===== config.mk =====
export PLATFORM = sky130hd
export DESIGN_NAME = multiword_add_sub_ctrl
export DESIGN_NICKNAME = d
export VERILOG_FILES = /design/src/rtl/multiword_add_sub_ctrl_pkg.sv /design/src/rtl/multiword_add_sub_ctrl_ripple.sv /design/src/rtl/multiword_add_sub_ctrl.sv
export SDC_FILE = /design/constraint.sdc
export NUM_CORES = 1
export LEC_CHECK = 0
export CORE_UTILIZATION = 43
export CTS_CLUSTER_DIAMETER = 50
export DETAILED_ROUTE_END_ITERATION = 10
export DONT_BUFFER_PORTS = 1
export PLACE_DENSITY = 0.55
export SLEW_MARGIN = 10
export SYNTH_ARGS = -nofsm -noshare
export SYNTH_HDL_FRONTEND = slang
export SYNTH_HIERARCHICAL = 1
export SYNTH_SLANG_ARGS = --single-unit

===== constraint.sdc =====
create_clock -name clk -period 9.4 [get_ports clk]
set_input_delay 1.41 -clock clk [delete_from_list [all_inputs] [get_ports clk]]
set_output_delay 1.41 -clock clk [all_outputs]
set_load 0.01 [all_outputs]

===== src/rtl/multiword_add_sub_ctrl_pkg.sv =====
// rtl/multiword_add_sub_ctrl_pkg.sv - op and FSM state encodings for the multiword add/sub controller
package add_sub_pkg;

  localparam logic OP_ADD = 1'b0;
  localparam logic OP_SUB = 1'b1;

  localparam logic [1:0] ST_IDLE = 2'd0;
  localparam logic [1:0] ST_RUN  = 2'd1;
  localparam logic [1:0] ST_DONE = 2'd2;

endpackage


===== src/rtl/multiword_add_sub_ctrl_ripple.sv =====
// rtl/multiword_add_sub_ctrl_ripple.sv - NUM_BIT ripple add/sub slice; mode=1 inverts b for subtract
module ripple_add_sub_nbit #(
  parameter int NUM_BIT = 8
) (
  input  logic [NUM_BIT-1:0] a,
  input  logic [NUM_BIT-1:0] b,
  input  logic               mode,
  input  logic               cin,
  output logic [NUM_BIT-1:0] sum,
  output logic               cout
);

  logic carry;
  logic b_eff;

  always_comb begin
    sum   = '0;
    carry = cin;
    b_eff = 1'b0;
    for (int i = 0; i < NUM_BIT; i++) begin
      b_eff  = b[i] ^ mode;
      sum[i] = a[i] ^ b_eff ^ carry;
      carry  = (a[i] & b_eff) | (carry & (a[i] ^ b_eff));
    end
    cout = carry;
  end

endmodule


===== src/rtl/multiword_add_sub_ctrl.sv =====
// rtl/multiword_add_sub_ctrl.sv - wide add/sub sequenced word-by-word over one slice, LSW first
// Optional signed-overflow output built only when ADDSUB_OVF_EN is defined.
module multiword_add_sub_ctrl
  import add_sub_pkg::*;
#(
  parameter int NUM_BIT   = 8,
  parameter int NUM_WORDS = 4,
  localparam int W        = NUM_BIT * NUM_WORDS
) (
  input  logic         clk,
  input  logic         rst,
  input  logic         start,
  input  logic         op,
  input  logic [W-1:0] a,
  input  logic [W-1:0] b,
  output logic         ready,
  output logic         busy,
  output logic         done,
  output logic [W-1:0] result,
  output logic         cout,
  output logic         ovf
);

  localparam int KW = (NUM_WORDS > 1) ? $clog2(NUM_WORDS) : 1;
  localparam logic [KW-1:0] K_LAST = KW'(NUM_WORDS - 1);

  logic [1:0]         state;
  logic [KW-1:0]      k;
  logic [W-1:0]       a_q;
  logic [W-1:0]       b_q;
  logic               op_q;
  logic               carry_q;
  logic [NUM_BIT-1:0] slice_sum;
  logic               slice_cout;
  logic               slice_cin;

  // word 0 takes op as carry-in so subtract becomes a + ~b + 1
  assign slice_cin = (k == '0) ? op_q : carry_q;

  ripple_add_sub_nbit #(.NUM_BIT(NUM_BIT)) u_slice (
    .a    (a_q[int'(k)*NUM_BIT +: NUM_BIT]),
    .b    (b_q[int'(k)*NUM_BIT +: NUM_BIT]),
    .mode (op_q),
    .cin  (slice_cin),
    .sum  (slice_sum),
    .cout (slice_cout)
  );

  always_ff @(posedge clk) begin
    if (rst) begin
      state   <= ST_IDLE;
      k       <= '0;
      a_q     <= '0;
      b_q     <= '0;
      op_q    <= OP_ADD;
      carry_q <= 1'b0;
      result  <= '0;
    end else begin
      case (state)
        ST_IDLE, ST_DONE: begin
          if (start) begin
            a_q   <= a;
            b_q   <= b;
            op_q  <= op;
            k     <= '0;
            state <= ST_RUN;
          end else begin
            state <= ST_IDLE;
          end
        end
        ST_RUN: begin
          result[int'(k)*NUM_BIT +: NUM_BIT] <= slice_sum;
          carry_q <= slice_cout;
          k       <= k + 1'b1;
          if (k == K_LAST) state <= ST_DONE;
        end
        default: state <= ST_IDLE;
      endcase
    end
  end

  assign ready = (state == ST_IDLE) || (state == ST_DONE);
  assign busy  = (state == ST_RUN);
  assign done  = (state == ST_DONE);
  assign cout  = carry_q;

`ifdef ADDSUB_OVF_EN
  logic ovf_q;

  // last-word sum MSB is result[W-1] as it is being written
  always_ff @(posedge clk) begin
    if (rst) begin
      ovf_q <= 1'b0;
    end else if (state == ST_RUN && k == K_LAST) begin
      ovf_q <= (a_q[W-1] == (b_q[W-1] ^ (op_q == OP_SUB))) &&
               (slice_sum[NUM_BIT-1] != a_q[W-1]);
    end
  end

  assign ovf = ovf_q;
`else
  assign ovf = 1'b0;
`endif

endmodule


==> summary.md, run 1 <==
| Metric | Value |
|---|---|
| Routed Antenna Nets | `0` |
| Async SR Flop Fraction | `0%` |
| Dpl hpwl | `6960 um` |
| WL per Instance | `16.6 um` |
| Top FF cell, synth | `dfxtp_1` |
| Internal power | `638 uW` |
| Max Slew Vio Count | `0` |
| First-pass GRT wire length | `15600 um` |
| Clock network fraction of design power | `33.4%` |
| YS warnings | `6` |
| # nets final | `542` |
| Num Clock Sinks | `102` |
| Grt total ovfl | `0` |
| DRC violation total after the first TritonRoute iteration | `209` |
| Startpoint Class | `flip-flop` |
| Clk_lat worst skew | `360 ps` |
| Vias | `3141` |
| Worst-Margin Slew | `856 ps` |
| Sw Ratio | `25.9%` |
| Initial Utilization | `44.4%` |
| Final std cells w/o fill | `596` |
| Post-cts gate resize count | `0` |
| Avg Inst Size Synth | `9.03 um^2` |
| Max clock buf depth | `2` |
| Setup_tns | `0 ps` |
| WL final | `9900 um` |
| Critical path class | `flip-flop to flip-flop` |
| Status | `completed` |
| Die area | `10500 um^2` |
| Crit. End Element | `flip-flop` |
| Final GP Congestion | `0.771` |
| Psw | `223 uW` |
| Pin count of the biggest net entering global routing | `91` |
| Worst hold margin | `452 ps` |
| Req. time, crit path | `9660 ps` |
| RSZ-0062 raised after global routing | `no` |
| Clk pin slew, worst setup/hold paths | `90 ps` |
| Clk_skew | `12.2 ps` |
| #FFs+latches synth | `102` |
| Vias in the first global route | `3012` |
| FMAX | `194 MHz` |
| Placed insts | `583` |
| Total GRT Usage | `19.7%` |
| First-pass DRT Iterations | `4` |
| Peak VDD IR | `0.0858 mV` |
| Min-Delay Path Class | `flip-flop to flip-flop` |
| Root buf cell | `clkbuf_8` |
| Pre-CTS WS | `4240 ps` |
| Core area | `9770 um^2` |
| CTS tree | `yes` |
| Die W | `102 um` |
| Sequential share of power | `54.3%` |
| Initial antenna violation count | `0` |
| Tmin final | `5140 ps` |
| Post-CTS Hold Fix Bufs | `0` |
| Final Cycle Share | `54.7%` |
| Syn nets | `562` |
| Hold Fails Final Rpt | `0` |
| Area Overhead vs Synth | `5.39%` |
| # diodes | `0` |
| Mapped cell area | `4340 um^2` |
| Crit Path Max Fanout | `17` |
| PD cells | `188 nW/um^2` |
| Maxcap violations | `0` |
| Post-Synthesis Cells | `481` |
| Slew HR | `42.4%` |
| Setup Viol. Count Final | `0` |
| IO buf count | `0` |
| Post-synth cell types | `31` |
| Number of H-tree levels | `3` |
| Std-Cell Rows | `36` |
| Combinational share of power | `12.3%` |
| PnR worst setup slack | `4260 ps` |
| Cts bufs inserted | `9` |
| Post-synthesis sequential area ratio | `47.0%` |
| Number of enable flip-flop cells after synthesis | `0` |
| Leak | `0.00162 uW` |
| Number of setup buffers added after CTS | `0` |
| Num ports | `105` |
| Critical path arrival | `5410 ps` |
| Vias per std cell | `5.27` |
| DRC | `0` |
| Share of cells above drive strength 1 | `8.86%` |
| Die height | `102 um` |
synthesized netlist by cell type, drive strengths merged, types with 2 or more instances:
cell type  instances  area share (%)
nand2            150              13
a22o              16             3.2
a21oi             86              10
nor2               2            0.17
dfxtp            102              47
nand2b             2            0.46
clkbuf            17             1.5
mux4              16             8.3
buf               18             2.5
nand3b             3            0.52
and3b              2            0.40
nor2b              2            0.29
ha                 5             1.4
xnor2              6             1.2
nor4               2            0.78
nand3             18             2.1
xor2               2            0.40
fa                 8             3.7
inv               18             1.6
worst max-delay path, stage by stage (launching register included):
cell	delay, ps
dfxtp_1	630
buf_4	380
inv_1	150
ha_1	300
mux2_2	270
fa_1	160
inv_1	50
fa_1	370
fa_1	390
fa_1	390
fa_1	390
fa_1	410
fa_1	390
inv_1	80
fa_1	470
a22o_1	230
flip-flops by register name, summed over array words and instances (netlist names):
signal,cells
a_q,32
b_q,32
op_q,1
state,2
result,32
k,2
cout,1
through the flow:
stage | area (um^2) | util, % | power [uW]
3_5_place_dp | 4380 | 44.8 | 585
3_3_place_gp | 4380 | 44.8 | 583
5_1_grt | 4580 | 46.8 | 898
4_1_cts | 4580 | 46.8 | 871
6_report | 4580 | 46.8 | 861
2_1_floorplan | 4340 | - | 561
logic make-up after synthesis:
kind of cell | after synthesis | share of synthesized area [%]
simple gates | 184 | 18.7
compound gates | 103 | 13.4
flops | 102 | 47.0
buf+inv | 53 | 5.50
mux | 17 | 8.56
fa+ha+maj | 13 | 5.13
xor+xnor | 8 | 1.61
other cells | 1 | 0.0863
layer usage:
| layer | GRT usage, % | part of all wire [%] |
|---|---|---|
| met4 | 5.27 | 1.0 |
| met2 | 31.8 | 49 |
| met3 | 7.05 | 7.9 |
| met1 | 25.0 | 42 |
| met5 | 0 | 0 |
placed cells by master (no fill, tap or decap), types with 3 or more instances in the layout:
cell type,count
a22o_1,16
clkbuf_8,9
mux4_2,16
nand3b_1,3
fa_1,8
nand3_1,18
buf_4,4
inv_1,18
a21oi_1,85
nand2_1,150
xnor2_1,6
ha_1,5
dfxtp_1,102
worst paths after layout:
kind,from,endpoint,slack [ps],depth (start not counted)
worst max-delay path,k[0]$_SDFFE_PP0P_,result[23]$_SDFFE_PP0P_,4260,15
worst max register to register,k[0]$_SDFFE_PP0P_,result[23]$_SDFFE_PP0P_,4260,15
worst min register to register,b_q[18]$_SDFFE_PP0P_,b_q[18]$_SDFFE_PP0P_,450,2
worst min-delay path,b_q[18]$_SDFFE_PP0P_,b_q[18]$_SDFFE_PP0P_,450,2
final cells by class:
type | instances | area [um^2]
fillers | 1009 | 5200
clock inverters | 4 | 75.1
flip-flops and latches | 102 | 2040
inverters | 18 | 67.6
well taps | 133 | 166
multi-input cells | 326 | 2070
repair buffers | 4 | 30.0
clock buffers | 9 | 124
power by group through the flow:
stage | Combinational [uW] | Clock (uW) | Sequential [uW]
detailed placement | 107 | 0 | 478
finish | 106 | 288 | 468
floorplan | 90.6 | 0 | 470
global placement | 105 | 0 | 478
CTS | 107 | 296 | 468
global route | 118 | 309 | 471
Power figures use the tool's default switching activity.
==> run 2: changes to the inputs <==
- clock period: 9.4 -> 5.3 ns (I/O delays scaled with it)
==> summary.md, run 2 (synthesis results as in run 1) <==
| Metric | Value |
|---|---|
| Fin util | `46.9% (+0.12 points)` |
| Setup Viol. Count Final | `0 (unchanged)` |
| Reg2Reg Setup Slack | `720 ps (-3540 ps)` |
| Grt total ovfl | `0 (unchanged)` |
| Root buf cell | `clkbuf_8` |
| Worst setup path endpoint | `result[23]$_SDFFE_PP0P_` |
| Number of setup buffers added after CTS | `0 (unchanged)` |
| Pre-CTS WS | `731 ps (-3510 ps)` |
| Most frequent CP cell | `fa_1` |
| PD cells | `324 nW/um^2 (+72%)` |
| Status | `completed` |
| Vias per std cell | `5.24 (-0.61%)` |
| R2r startpoint | `k[0]$_SDFFE_PP0P_` |
| Worst path max stage delay | `520 ps (-110 ps)` |
| Final Cycle Share | `86.5% (+32 points)` |
| IO buf count | `0 (unchanged)` |
| Total Power | `1490 uW (+72%)` |
| # nets final | `544 (+0.37%)` |
| WL final | `9800 um (-1.0%)` |
| Num Clock Sinks | `102 (unchanged)` |
| Area Overhead vs Synth | `5.65%` |
| Vias | `3148 (+0.22%)` |
| Die height | `102 um (unchanged)` |
| FMAX | `218 MHz (+12%)` |
| Cts bufs inserted | `9 (unchanged)` |
| First-pass GRT wire length | `15400 um (-1.6%)` |
| WL per Instance | `16.3 um (-1.9%)` |
| Final GP Congestion | `0.732 (-5.0%)` |
| Req. time, crit path | `5570 ps (-4090 ps)` |
| Maxcap violations | `0 (unchanged)` |
| PnR worst setup slack | `718 ps (-3540 ps)` |
| CTS tree | `yes` |
| Clk_skew | `11.2 ps (-0.954 ps)` |
| Startpoint Class | `flip-flop` |
| Die area | `10500 um^2 (unchanged)` |
| RSZ-0062 raised after global routing | `no` |
| Crit path from | `k[0]$_SDFFE_PP0P_` |
| Crit path cell chain | `mux4_2 -> xor2_1 -> fa_1 -> inv_1 -> fa_1 -> fa_1 -> fa_1 -> fa_1 -> fa_1 -> fa_1 -> inv_1 -> fa_1 -> a22o_1` |
| Initial Utilization | `44.4% (unchanged)` |
| # diodes | `0 (unchanged)` |
| Post-CTS Hold Fix Bufs | `0 (unchanged)` |
| Fill count | `1016 (+0.69%)` |
| Max clock buf depth | `2 (unchanged)` |
| Share of cells above drive strength 1 | `9.62% (+0.76 points)` |
| Hold Fails Final Rpt | `0 (unchanged)` |
| Dpl hpwl | `6910 um (-0.77%)` |
| Tmin final | `4580 ps (-561 ps)` |
| Initial antenna violation count | `0 (unchanged)` |
| Leak | `0.00163 uW (+0.50%)` |
| Die W | `102 um (unchanged)` |
| DRC violation total after the first TritonRoute iteration | `119 (-43%)` |
| Critical path arrival | `4850 ps (-560 ps)` |
| Critical path class | `flip-flop to flip-flop` |
| Routed Antenna Nets | `0 (unchanged)` |
| Peak VDD IR | `0.151 mV (+76%)` |
| Vias in the first global route | `3015 (+0.10%)` |
| Number of H-tree levels | `3 (unchanged)` |
| Total GRT Usage | `19.3% (-0.46 points)` |
| Min-Delay Path Class | `flip-flop to flip-flop` |
| Most frequent cells in the layout | `150 x nand2_1, 102 x dfxtp_1, 85 x a21oi_1` |
| Setup_tns | `0 ps (unchanged)` |
| Core area | `9770 um^2 (unchanged)` |
| Post-cts gate resize count | `0 (unchanged)` |
| Pin count of the biggest net entering global routing | `91 (unchanged)` |
| Area after DPL | `4390 um^2 (+0.17%)` |
| Slowest-stage cell, CP | `mux4_2` |
| Worst-Margin Slew | `793 ps (-63.1 ps)` |
| Clk pin slew, worst setup/hold paths | `100 ps (about the same)` |
| Biggest regs | `a_q: 32 flops, b_q: 32 flops, result: 32 flops` |
| Cell area after layout | `4590 um^2 (+0.25%)` |
| Std-Cell Rows | `36 (unchanged)` |
| Clk_lat worst skew | `370 ps (about the same)` |
| Crit. End Element | `flip-flop` |
| Max Slew Vio Count | `0 (unchanged)` |
| Worst hold path stage count | `2 (unchanged)` |
| DRC | `0 (unchanged)` |
| Worst reg-to-reg path cell count | `13 (-2)` |
| R2r endpoint | `result[23]$_SDFFE_PP0P_` |
| Crit Path Max Fanout | `4 (-13)` |
| Most common cell after layout, fill and taps aside | `nand2_1` |
| Slew HR | `46.7% (+4.2 points)` |
| Num ports | `105 (unchanged)` |
| First-pass DRT Iterations | `4 (unchanged)` |
==> run 2: cell types whose count changed in the layout (fill, tap and decap cells not counted), sizes merged <==
cell	delta
clkinv	+1
inv	+2
clkbuf	+2
bufinv	-2
buf	+2
==> run 2: worst min path at each step <==
stage                               startpoint                       to
after floorplan           a_q[16]$_SDFFE_PP0P_     a_q[16]$_SDFFE_PP0P_
after global placement     b_q[3]$_SDFFE_PP0P_      b_q[3]$_SDFFE_PP0P_
after detailed placement   a_q[3]$_SDFFE_PP0P_      a_q[3]$_SDFFE_PP0P_
after CTS                  a_q[3]$_SDFFE_PP0P_      a_q[3]$_SDFFE_PP0P_
after global routing                       rst  result[10]$_SDFFE_PP0P_
final                      a_q[3]$_SDFFE_PP0P_      a_q[3]$_SDFFE_PP0P_
==> run 2: layout make-up <==
cell class / count / area (um^2) / share of cell area, %
multi-input cells: 326 / 2070 / 45.2
well taps: 133 / 166 / 3.63
clock inverters: 5 / 41.3 / 0.900
flip-flops and latches: 102 / 2040 / 44.5
repair buffers: 6 / 57.6 / 1.25
inverters: 18 / 67.6 / 1.47
clock buffers: 11 / 141 / 3.08
==> run 2: power by group <==
part	internal, uW	switching, uW
Combinational	74.8	120
Sequential	802	24.3
Clock	188	277
==> run 2: layer usage <==
layer / GRT usage, % / share of wire (%) / vias to the layer above
met5: 0 / 0 / -
met2: 32.2 / 47 / 82
met1: 24.7 / 45 / 1486
met4: 5.27 / 1.0 / 0
li1: - / - / 1569
met3: 5.02 / 6.6 / 11
==> run 2: worst max-delay path, delay by kind of cell, from the launching register on <==
family                   cells  cell delay [ps]
XOR/XNOR                     1              200
flip-flops                   1              400
AO/OA/AOI/OAI                1              240
buffers and inverters        2              130
multiplexers                 1              520
adder cells (fa/ha/maj)      8             3020
==> run 2: metrics by stage <==
step,hold slack [ps],cells
2_1_floorplan,433,481
3_3_place_gp,434,584
3_5_place_dp,441,584
4_1_cts,455,600
5_1_grt,458,601
6_report,457,601
